==> src/rtl/i2c_bus_filter.sv <==
`default_nettype none
// ============================================================================
// Module      : i2c_bus_filter
// Description : Pad-side SCL/SDA synchroniser and stable-time glitch filter,
//               with SCL edge, START/STOP strobes and a bus-busy flag.
//               Optional glitch counter: define I2C_BUS_FILTER_GLITCH_CNT_EN.
// Revision    : 1.0 - initial release
// ============================================================================
module i2c_bus_filter #(
    parameter int SYNC_STAGES  = 2,
    parameter int FILTER_W     = 4,
    parameter int GLITCH_CNT_W = 8
) (
    input  logic                    clk_i,
    input  logic                    rst_ni,
    input  logic                    enable_i,
    input  logic [FILTER_W-1:0]     filt_len_i,
    input  logic                    scl_pad_i,
    input  logic                    sda_pad_i,
    output logic                    scl_o,
    output logic                    sda_o,
    output logic                    scl_rise_o,
    output logic                    scl_fall_o,
    output logic                    start_o,
    output logic                    stop_o,
    output logic                    bus_busy_o,
    output logic [GLITCH_CNT_W-1:0] glitch_cnt_o
);

    // Line index 0 is SCL, index 1 is SDA.
    logic [1:0] w_pad;
    logic [1:0] w_sync;
    logic [1:0] w_filt;
    logic [1:0] w_q;
`ifdef I2C_BUS_FILTER_GLITCH_CNT_EN
    logic [1:0] w_cnt_nz;
`endif
    logic       r_busy;

    assign w_pad = {sda_pad_i, scl_pad_i};

    generate
        for (genvar g = 0; g < 2; g++) begin : g_line
            logic [SYNC_STAGES-1:0] r_sync;
            logic [FILTER_W-1:0]    r_cnt;
            logic                   r_out;
            logic                   r_q;

            // Synchroniser keeps running while the filter is disabled.
            always_ff @(posedge clk_i or negedge rst_ni) begin
                if (!rst_ni) begin
                    r_sync <= '1;
                end else begin
                    r_sync <= {r_sync[SYNC_STAGES-2:0], w_pad[g]};
                end
            end

            always_ff @(posedge clk_i or negedge rst_ni) begin
                if (!rst_ni) begin
                    r_out <= 1'b1;
                    r_q   <= 1'b1;
                    r_cnt <= '0;
                end else if (!enable_i) begin
                    r_out <= 1'b1;
                    r_q   <= 1'b1;
                    r_cnt <= '0;
                end else begin
                    r_q <= r_out;
                    if (r_sync[SYNC_STAGES-1] == r_out) begin
                        r_cnt <= '0;
                    end else if (r_cnt >= filt_len_i) begin
                        // Compare (not equality) so a shortened filt_len_i
                        // accepts a long-pending level immediately.
                        r_out <= r_sync[SYNC_STAGES-1];
                        r_cnt <= '0;
                    end else begin
                        r_cnt <= r_cnt + {{(FILTER_W-1){1'b0}}, 1'b1};
                    end
                end
            end

            assign w_sync[g] = r_sync[SYNC_STAGES-1];
            assign w_filt[g] = r_out;
            assign w_q[g]    = r_q;
`ifdef I2C_BUS_FILTER_GLITCH_CNT_EN
            assign w_cnt_nz[g] = |r_cnt;
`endif
        end
    endgenerate

    assign scl_o = w_filt[0];
    assign sda_o = w_filt[1];

    // An SCL transition masks START/STOP because both require SCL high in
    // the current and previous cycle.
    assign scl_rise_o = enable_i &  w_filt[0] & ~w_q[0];
    assign scl_fall_o = enable_i & ~w_filt[0] &  w_q[0];
    assign start_o    = enable_i & w_filt[0] & w_q[0] &  w_q[1] & ~w_filt[1];
    assign stop_o     = enable_i & w_filt[0] & w_q[0] & ~w_q[1] &  w_filt[1];

    always_ff @(posedge clk_i or negedge rst_ni) begin
        if (!rst_ni) begin
            r_busy <= 1'b0;
        end else if (!enable_i) begin
            r_busy <= 1'b0;
        end else if (start_o) begin
            r_busy <= 1'b1;
        end else if (stop_o) begin
            r_busy <= 1'b0;
        end
    end

    assign bus_busy_o = r_busy;

`ifdef I2C_BUS_FILTER_GLITCH_CNT_EN
    logic [1:0]              w_glitch;
    logic [GLITCH_CNT_W:0]   w_glitch_sum;
    logic [GLITCH_CNT_W-1:0] r_glitch_cnt;

    // A glitch is a pending level that vanished before being accepted.
    assign w_glitch     = {2{enable_i}} & w_cnt_nz & ~(w_sync ^ w_filt);
    assign w_glitch_sum = {1'b0, r_glitch_cnt}
                        + {{GLITCH_CNT_W{1'b0}}, w_glitch[0]}
                        + {{GLITCH_CNT_W{1'b0}}, w_glitch[1]};

    always_ff @(posedge clk_i or negedge rst_ni) begin
        if (!rst_ni) begin
            r_glitch_cnt <= '0;
        end else if (!enable_i) begin
            r_glitch_cnt <= '0;
        end else if (w_glitch_sum[GLITCH_CNT_W]) begin
            r_glitch_cnt <= '1;
        end else begin
            r_glitch_cnt <= w_glitch_sum[GLITCH_CNT_W-1:0];
        end
    end

    assign glitch_cnt_o = r_glitch_cnt;
`else
    assign glitch_cnt_o = '0;
`endif

endmodule
`default_nettype wire
==> config.mk <==
export PLATFORM = sky130hd
export DESIGN_NAME = i2c_bus_filter
export DESIGN_NICKNAME = d
export VERILOG_FILES = /design/src/rtl/i2c_bus_filter.sv
export SDC_FILE = /design/constraint.sdc
export NUM_CORES = 1
export LEC_CHECK = 0
export ABC_CLOCK_PERIOD_IN_PS = 1800
export BUFFER_PORTS_ARGS = -buffer_cell sky130_fd_sc_hd__buf_2
export CAP_MARGIN = 10
export CORE_MARGIN = 4
export CORE_UTILIZATION = 51
export DETAILED_ROUTE_END_ITERATION = 8
export GPL_ROUTABILITY_DRIVEN = 1
export PLACE_DENSITY = 0.83
export SYNTH_ARGS = -nofsm -noshare
export SYNTH_HDL_FRONTEND = slang
export SYNTH_SLANG_ARGS = --single-unit
==> constraint.sdc <==
create_clock -name clk_i -period 1.8 [get_ports clk_i]
set_input_delay 0.09 -clock clk_i [delete_from_list [all_inputs] [get_ports clk_i]]
set_output_delay 0.09 -clock clk_i [all_outputs]
set_load 0.03 [all_outputs]
; Yosys cells after proc, flatten, opt, wreduce, memory -nomap -nowiden
; Index checks and enable logic that the tools add are counted.
[op_classes]
addsub = 2
n_lt_le_gt_ge = 2
n_eq_ne = 7
n_mux = 17
n_bitwise = 13
n_reduce_logical = 2
[op_table]
columns = op, count
row1 = 4-bit two-way mux, 6
row2 = 1-bit two-way mux, 11
row3 = 1-bit bitwise AND, 9
row4 = "4-bit by 1-bit adder with 4-bit output, second input constant", 2
row5 = 4-bit greater-or-equal comparator, 2
row6 = "2-bit by 1-bit inequality test with 1-bit output, second input constant", 2
row7 = "2-bit inequality test, second input constant", 2
row8 = 1-bit inverter, 4
row9 = 2-bit AND reduction, 2
row10 = "3-bit by 1-bit inequality test with 1-bit output, second input constant", 1
row11 = 1-bit equality test, 2
[totals]
reg_bits = 17
input_bits = 9
out_inout_bits = 15
elab_cells = 52

; Longest topological paths before layout
; Gate-level depths: netlist of run 1.
[logic_depth]
ltp_word = 7
mapped_depth = 6
mapped_depth_nobuf = 6

; Worst setup path after synthesis of run 1
; No wires, ideal clock.
[synth_path]
kind = register to register
from = register g_line[0].r_out (netlist: scl_o)
to = register r_busy (netlist: bus_busy_o)
setup_ns = 0.075
arrival_ns = 1.737
required_time_ns = 1.725
path_slack_ns = -0.012
path_stages_with_launch = 5
synth_period_minus_slack_ns = 1.812
cell_sequence = dfstp_2 > nand3_1 > nor3b_1 > a21oi_1 > nor2_1
[synth_between]
elab_chain_cells = 6
elab_cells_between_ends = 9
cone_classes = eq/ne (1) / mux (2) / bitwise (6)
[synth_lines]
columns = item, line
row1 = from (decl), 46  ; logic r_out;
row2 = from (signal assigned), 74  ; r_out <= r_sync[SYNC_STAGES-1];
row3 = 1-bit bitwise AND (*) (4 in series), 98  ; assign start_o = enable_i & w_filt[0] & w_q[0] & w_q[1] & ~w_filt[1];
row4 = via start_o, 24  ; output logic start_o,
row5 = 1-bit two-way mux, 106  ; end else if (start_o) begin
row6 = 1-bit two-way mux, 104  ; end else if (!enable_i) begin
row7 = to (signal assigned), 103  ; r_busy <= 1'b0;
row8 = to (signal assigned), 105  ; r_busy <= 1'b0;
row9 = to (signal assigned), 107  ; r_busy <= 1'b1;
row10 = to (decl), 38  ; logic r_busy;
; Mark *: on every way through the listed nets, which the timed path passes. The rest lies on a longest branch.
; A chain may end at the register's enable or synchronous reset.

; Worst setup path after layout of run 1
[layout_path]
from = register g_line[0].r_out (netlist: scl_o)
to = output port stop_o
[layout_between]
elab_chain_cells = 4
[layout_lines]
columns = item, line
row1 = 1-bit bitwise AND (4 in series), 99  ; assign stop_o = enable_i & w_filt[0] & w_q[0] & ~w_q[1] & w_filt[1];
row2 = to (decl), 25  ; output logic stop_o,
; Every way passes these cells.

==> results.toml, run 1 <==
[layout]
area_growth_pct = 13.68
final_common_cell = "buf_2"
antenna_cells = 0
mostFrequentLayoutCells = "buf_2 (15), nor2_1 (12), inv_1 (10), ha_1 (10), dfrtp_1 (9)"
drive_gt1_frac = 0.3208
nNetsFinal = 126

[global_route]
antenna_found_initial = 0
gr-total-overflow = 0
grt_pass1_wl_um = 2525
grt_max_degree = 18
grt_pass1_vias = 630
grt.total_usage = 0.1239

[timing]
period_needed_ps = 1693
fmax_ghz = 0.5905
grt_setup_unrepaired = "no"
finalSetupTns_ps = 0
skew_ps = 2.927
fin_crit_sh = 0.9408
setup_ws_ps = 106.5
setup_viol = 0
drv_slew = 0
hold_viol = 0

[yosys]
ys_ff_latch = 17
synthXorXnorAreaFrac = 0.05371
yosysWarnings = 0
avgSynthCellArea_sq_um = 11.51
synth_cells = 85
yosysSeqAreaShare = 0.4450
muxShareOfSynthArea = 0
synth_area_sq_um = 978.4
synth_adder_area_share = 0.1279
synth-compound-area-share = 0.1407
yosys.area_share.simple = 0.1292
synth_top_family_by_area = "compound AO/OA/AOI/OAI gates"
ys_types = 21

[critical_path]
crit_path_end_kind = "output port"
cpPeakStageDelay_ps = 580
critPathSlowestCell = "dfstp_2"
critPathLaunchType = "flip-flop"
critPathKind = "flip-flop to output port"
path_cells = "nand3_1 > or3b_1 > inv_1 > buf_2"
path_max_fanout = 5
required_ps = 1710
critical-path-top-delay-family = "flip-flops"
worstPathArrival_ps = 1600
worst-path-buf-inv = 2

[pwr]
switching_share = 0.2689
p_seq_frac = 0.553
leakagePower_nw = 0.5668
p_int_mw = 0.5469
comb_power_share = 0.192
netSwitchingPower_mw = 0.2011
peakVddDrop_mv = 0.4676
power.density_mw_per_mm2 = 672.5
power.clock.fraction = 0.255
total_power_mw = 0.7481

[clocking]
hold_buffers = 3
post_cts_resized = 0
cts_buffers = 3
postCtsSetupBuffers = 0
cts_root_buffer = "clkbuf_4"
cts_tree = "done"
clk_path_buf_depth = 2
htreeDepth = 1
cts_sinks = 17
clk_pin_slew_ps = 90
clock_latency_ps = 280

[drt]
ant_nets = 0
drc = 0
drt-initial-drc-count = 6
wl_per_cell_um = 10.99
dr.pass1.iters = 3
routed_wl_um = 1440
vias = 627
viasPerCell = 4.786

[place]
numPortBuffers = 15
dp_slack_ps = 141.3
gp_congestion = 0.7262
place_hpwl_um = 1197

[die]
num_rows = 15
design.die.area_sq_mm = 0.002683
initial_utilization = 0.5546
dieHeight_um = 51.80
core_sq_mm = 0.001764
io_pins = 24
die_w_um = 51.80

[run]
maxCapViolCount = 0

[status]
outcome = "complete, no violations"

[worst_hold_path]
hold_class = "input pin to flip-flop"
[layout make-up]
cell class                      instances  area [sq um]
Clock buffer                            4         26.28
Fill cell                             142         651.9
Inverter                               10         37.54
Multi-Input combinational cell         57         476.7
Sequential cell                        17         435.4
Tap cell                               25         31.28
Timing Repair Buffer                   18         105.1
[synth_stat cells]
library cell	instances	area, sq um
nor2_1	12	45.04
ha_1	10	125.1
inv_1	10	37.54
dfrtp_1	9	225.2
buf_4	8	60.06
dfstp_2	8	210.2
xor2_1	4	35.03
nand3_1	3	15.01
a2111oi_4	2	55.05
nand2b_4	2	27.53
o211ai_2	2	25.02
o21a_1	2	15.01
o21bai_1	2	15.01
o41a_1	2	22.52
or2b_1	2	15.01
xnor2_1	2	17.52
a21oi_1	1	5.000
and3_2	1	7.510
conb_1	1	3.750
nor3b_1	1	7.510
or3b_1	1	8.760
[metal layers]
layer	routed length, um	vias to the layer above	global-route usage
met3	99	2	0.02006
met2	685	23	0.2097
li1	-	310	-
met4	6	0	0.05240
met5	0	-	0
met1	648	292	0.1557
[cells by family (layout without fill, tap and decap cells)]
kind of cell | after synthesis | after routing
AO/OA/AOI/OAI | 11 | 11
XOR/XNOR | 6 | 6
adder cells (fa/ha/maj) | 10 | 10
buffers and inverters | 18 | 32
flip-flops | 17 | 17
other | 1 | 8
AND/OR/NAND/NOR | 22 | 22
[power groups by stage]
stage | logic, mW | clock network [mW] | registers (mW)
after floorplan | 0.117 | 0 | 0.423
after global placement | 0.135 | 0 | 0.420
after detailed placement | 0.141 | 0 | 0.421
after CTS | 0.146 | 0.200 | 0.414
after global routing | 0.160 | 0.221 | 0.416
final | 0.144 | 0.190 | 0.414
[tightest hold or removal path, cell delays in order]
cell	delay, ps
buf_2	140
o211ai_2	100
nor2_1	40
[metrics by stage]
stage	instance area, sq um	util	hold slack, ps	instances
5_1_grt	1112	0.6305	132.0	131
2_1_floorplan	1010	-	-205.6	92
6_report	1112	0.6305	129.0	131
3_3_place_gp	1056	0.5986	15.64	124
4_1_cts	1112	0.6305	122.3	131
3_5_place_dp	1056	0.5986	22.49	124
[final timing paths]
kind                                            end  depth (start not counted)                start  slack, ps
worst max-delay path                         stop_o                          4                scl_o        110
worst min-delay path             g_line[1].r_cnt[1]                          3             enable_i        130
worst max register to register   g_line[0].r_cnt[2]                          6   g_line[0].r_cnt[0]        150
worst min register to register  g_line[0].r_sync[1]                          0  g_line[0].r_sync[0]        360
max in group asynchronous                     sda_o                          2               rst_ni       1250
min in group asynchronous        g_line[0].r_cnt[1]                          2               rst_ni        240
[sequential cells by signal, summed over array words and instances, names as in the netlist]
signal / cells
g_line.r_cnt: 8
scl_o: 1
g_line.r_sync: 4
bus_busy_o: 1
g_line.r_q: 2
sda_o: 1
Note: power is estimated with default switching activity, not from simulation.
==> run 2, diff against run 1 <==
- CORE_MARGIN: 4 -> not set
==> results.toml, run 2 (synthesis results as in run 1) <==
[layout]
fillers = 169
nNetsFinal = 126
final_common_cell = "buf_2"
area_growth_pct = 13.68
layout_top_registers = "g_line.r_cnt x8, g_line.r_sync x4, g_line.r_q x2"
mostFrequentLayoutCells = "buf_2 (15), nor2_1 (12), inv_1 (10), ha_1 (10), dfrtp_1 (9)"
largest_reg_flops = 8
drive_gt1_frac = 0.3208
antenna_cells = 0
largest_register = "g_line.r_cnt"

[critical_path]
cpPeakStageDelay_ps = 570
critPathKind = "flip-flop to output port"
critPathSlowestCell = "dfstp_2"
crit_path_end_kind = "output port"
required_ps = 1710
critPathLaunchType = "flip-flop"
worstPathArrival_ps = 1600
path_cells = "nand3_1 > or3b_1 > inv_1 > buf_2"
ff2ff_setup_slack_ps = 150
path_max_fanout = 5

[global_route]
grt.total_usage = 0.1628
antenna_found_initial = 0
grt_pass1_wl_um = 2304
gr-total-overflow = 0
grt_max_degree = 18
grt_pass1_vias = 573

[clocking]
clock_latency_ps = 290
cts_tree = "done"
cts_sinks = 17
clk_pin_slew_ps = 90
htreeDepth = 1
cts_buffers = 3
clk_path_buf_depth = 2
cts_root_buffer = "clkbuf_4"

[status]
outcome = "complete, no violations"

[pwr]
power.density_mw_per_mm2 = 677.3
peakVddDrop_mv = 0.5324
leakagePower_nw = 0.5668

[timing]
grt_setup_unrepaired = "no"
period_needed_ps = 1694
fmax_ghz = 0.5905
fin_crit_sh = 0.9409
setup_viol = 0
finalSetupTns_ps = 0
skew_ps = 5.999
fin_hold_ws_ps = 122.2
hold_viol = 0
drv_slew = 0

[die]
dieHeight_um = 45.80
num_rows = 15
die_w_um = 45.80
core_sq_mm = 0.001764
initial_utilization = 0.5546
design.die.area_sq_mm = 0.002098
io_pins = 24

[drt]
wl_per_cell_um = 10.66
viasPerCell = 4.748
vias = 622
drt-initial-drc-count = 6
ant_nets = 0
routed_wl_um = 1396
drc = 0
dr.pass1.iters = 3

[place]
numPortBuffers = 15
gp_congestion = 0.6867
place_hpwl_um = 1125

[run]
maxCapViolCount = 0

[worst_hold_path]
hold_class = "input pin to flip-flop"
run 2: repair_timing:
| item | 4_1_cts | 5_1_grt |
|---|---|---|
| buffers inserted | 0 | 0 |
| endpoints found under the hold margin | 11 | 0 |
| setup endpoints to repair | 0 | 0 |
| gates resized for setup | 0 | 0 |
| hold buffers | 3 | 0 |
run 2: layer usage:
layer  GRT usage  vias to the layer above  routed length (um)
met3     0.02381                        4                  66
li1            -                      310                   -
met1      0.2091                      283                 657
met4      0.1235                        0                  37
met5           0                        -                   0
met2      0.2457                       25                 635
run 2: cell type report:
type                       count  area (sq um)  area share
multi-input combinational     57         476.7      0.4286
sequential                    17         435.4      0.3915
timing repair buffer          18         105.1     0.09449
inverter                      10         37.54     0.03375
tap                           25         31.28     0.02812
clock buffer                   4         26.28     0.02362
run 2: path summary, 6_finish.rpt:
path                                           from  depth (start not counted)                  end
worst max-delay path                          scl_o                          4               stop_o
worst min-delay path                       enable_i                          3   g_line[1].r_cnt[1]
worst max register to register   g_line[1].r_cnt[0]                          6   g_line[1].r_cnt[2]
worst min register to register  g_line[0].r_sync[0]                          0  g_line[0].r_sync[1]
max in group asynchronous                    rst_ni                          2  g_line[0].r_sync[0]
min in group asynchronous                    rst_ni                          2           bus_busy_o
run 2: metrics by stage:
stage	power [mW]	area, sq um	worst slack (ps)	instances	utilization
global route	0.7978	1112	26.23	131	0.6305
finish	0.7533	1112	106.4	131	0.6305
detailed placement	0.5618	1056	142.1	124	0.5986
floorplan	0.5402	1010	282.6	92	-
CTS	0.7648	1112	89.20	131	0.6305
global placement	0.5558	1056	188.4	124	0.5986
run 2: critical path, delay by kind of cell, from the launching register on:
family,cells,cell delay (ps)
flops,1,570
buf+inv,2,240
simple gates,2,510
run 2: where the power goes:
part           internal (mW)  switching, mW
Combinational         0.0591         0.0847
Sequential             0.402         0.0117
Clock                 0.0861          0.110
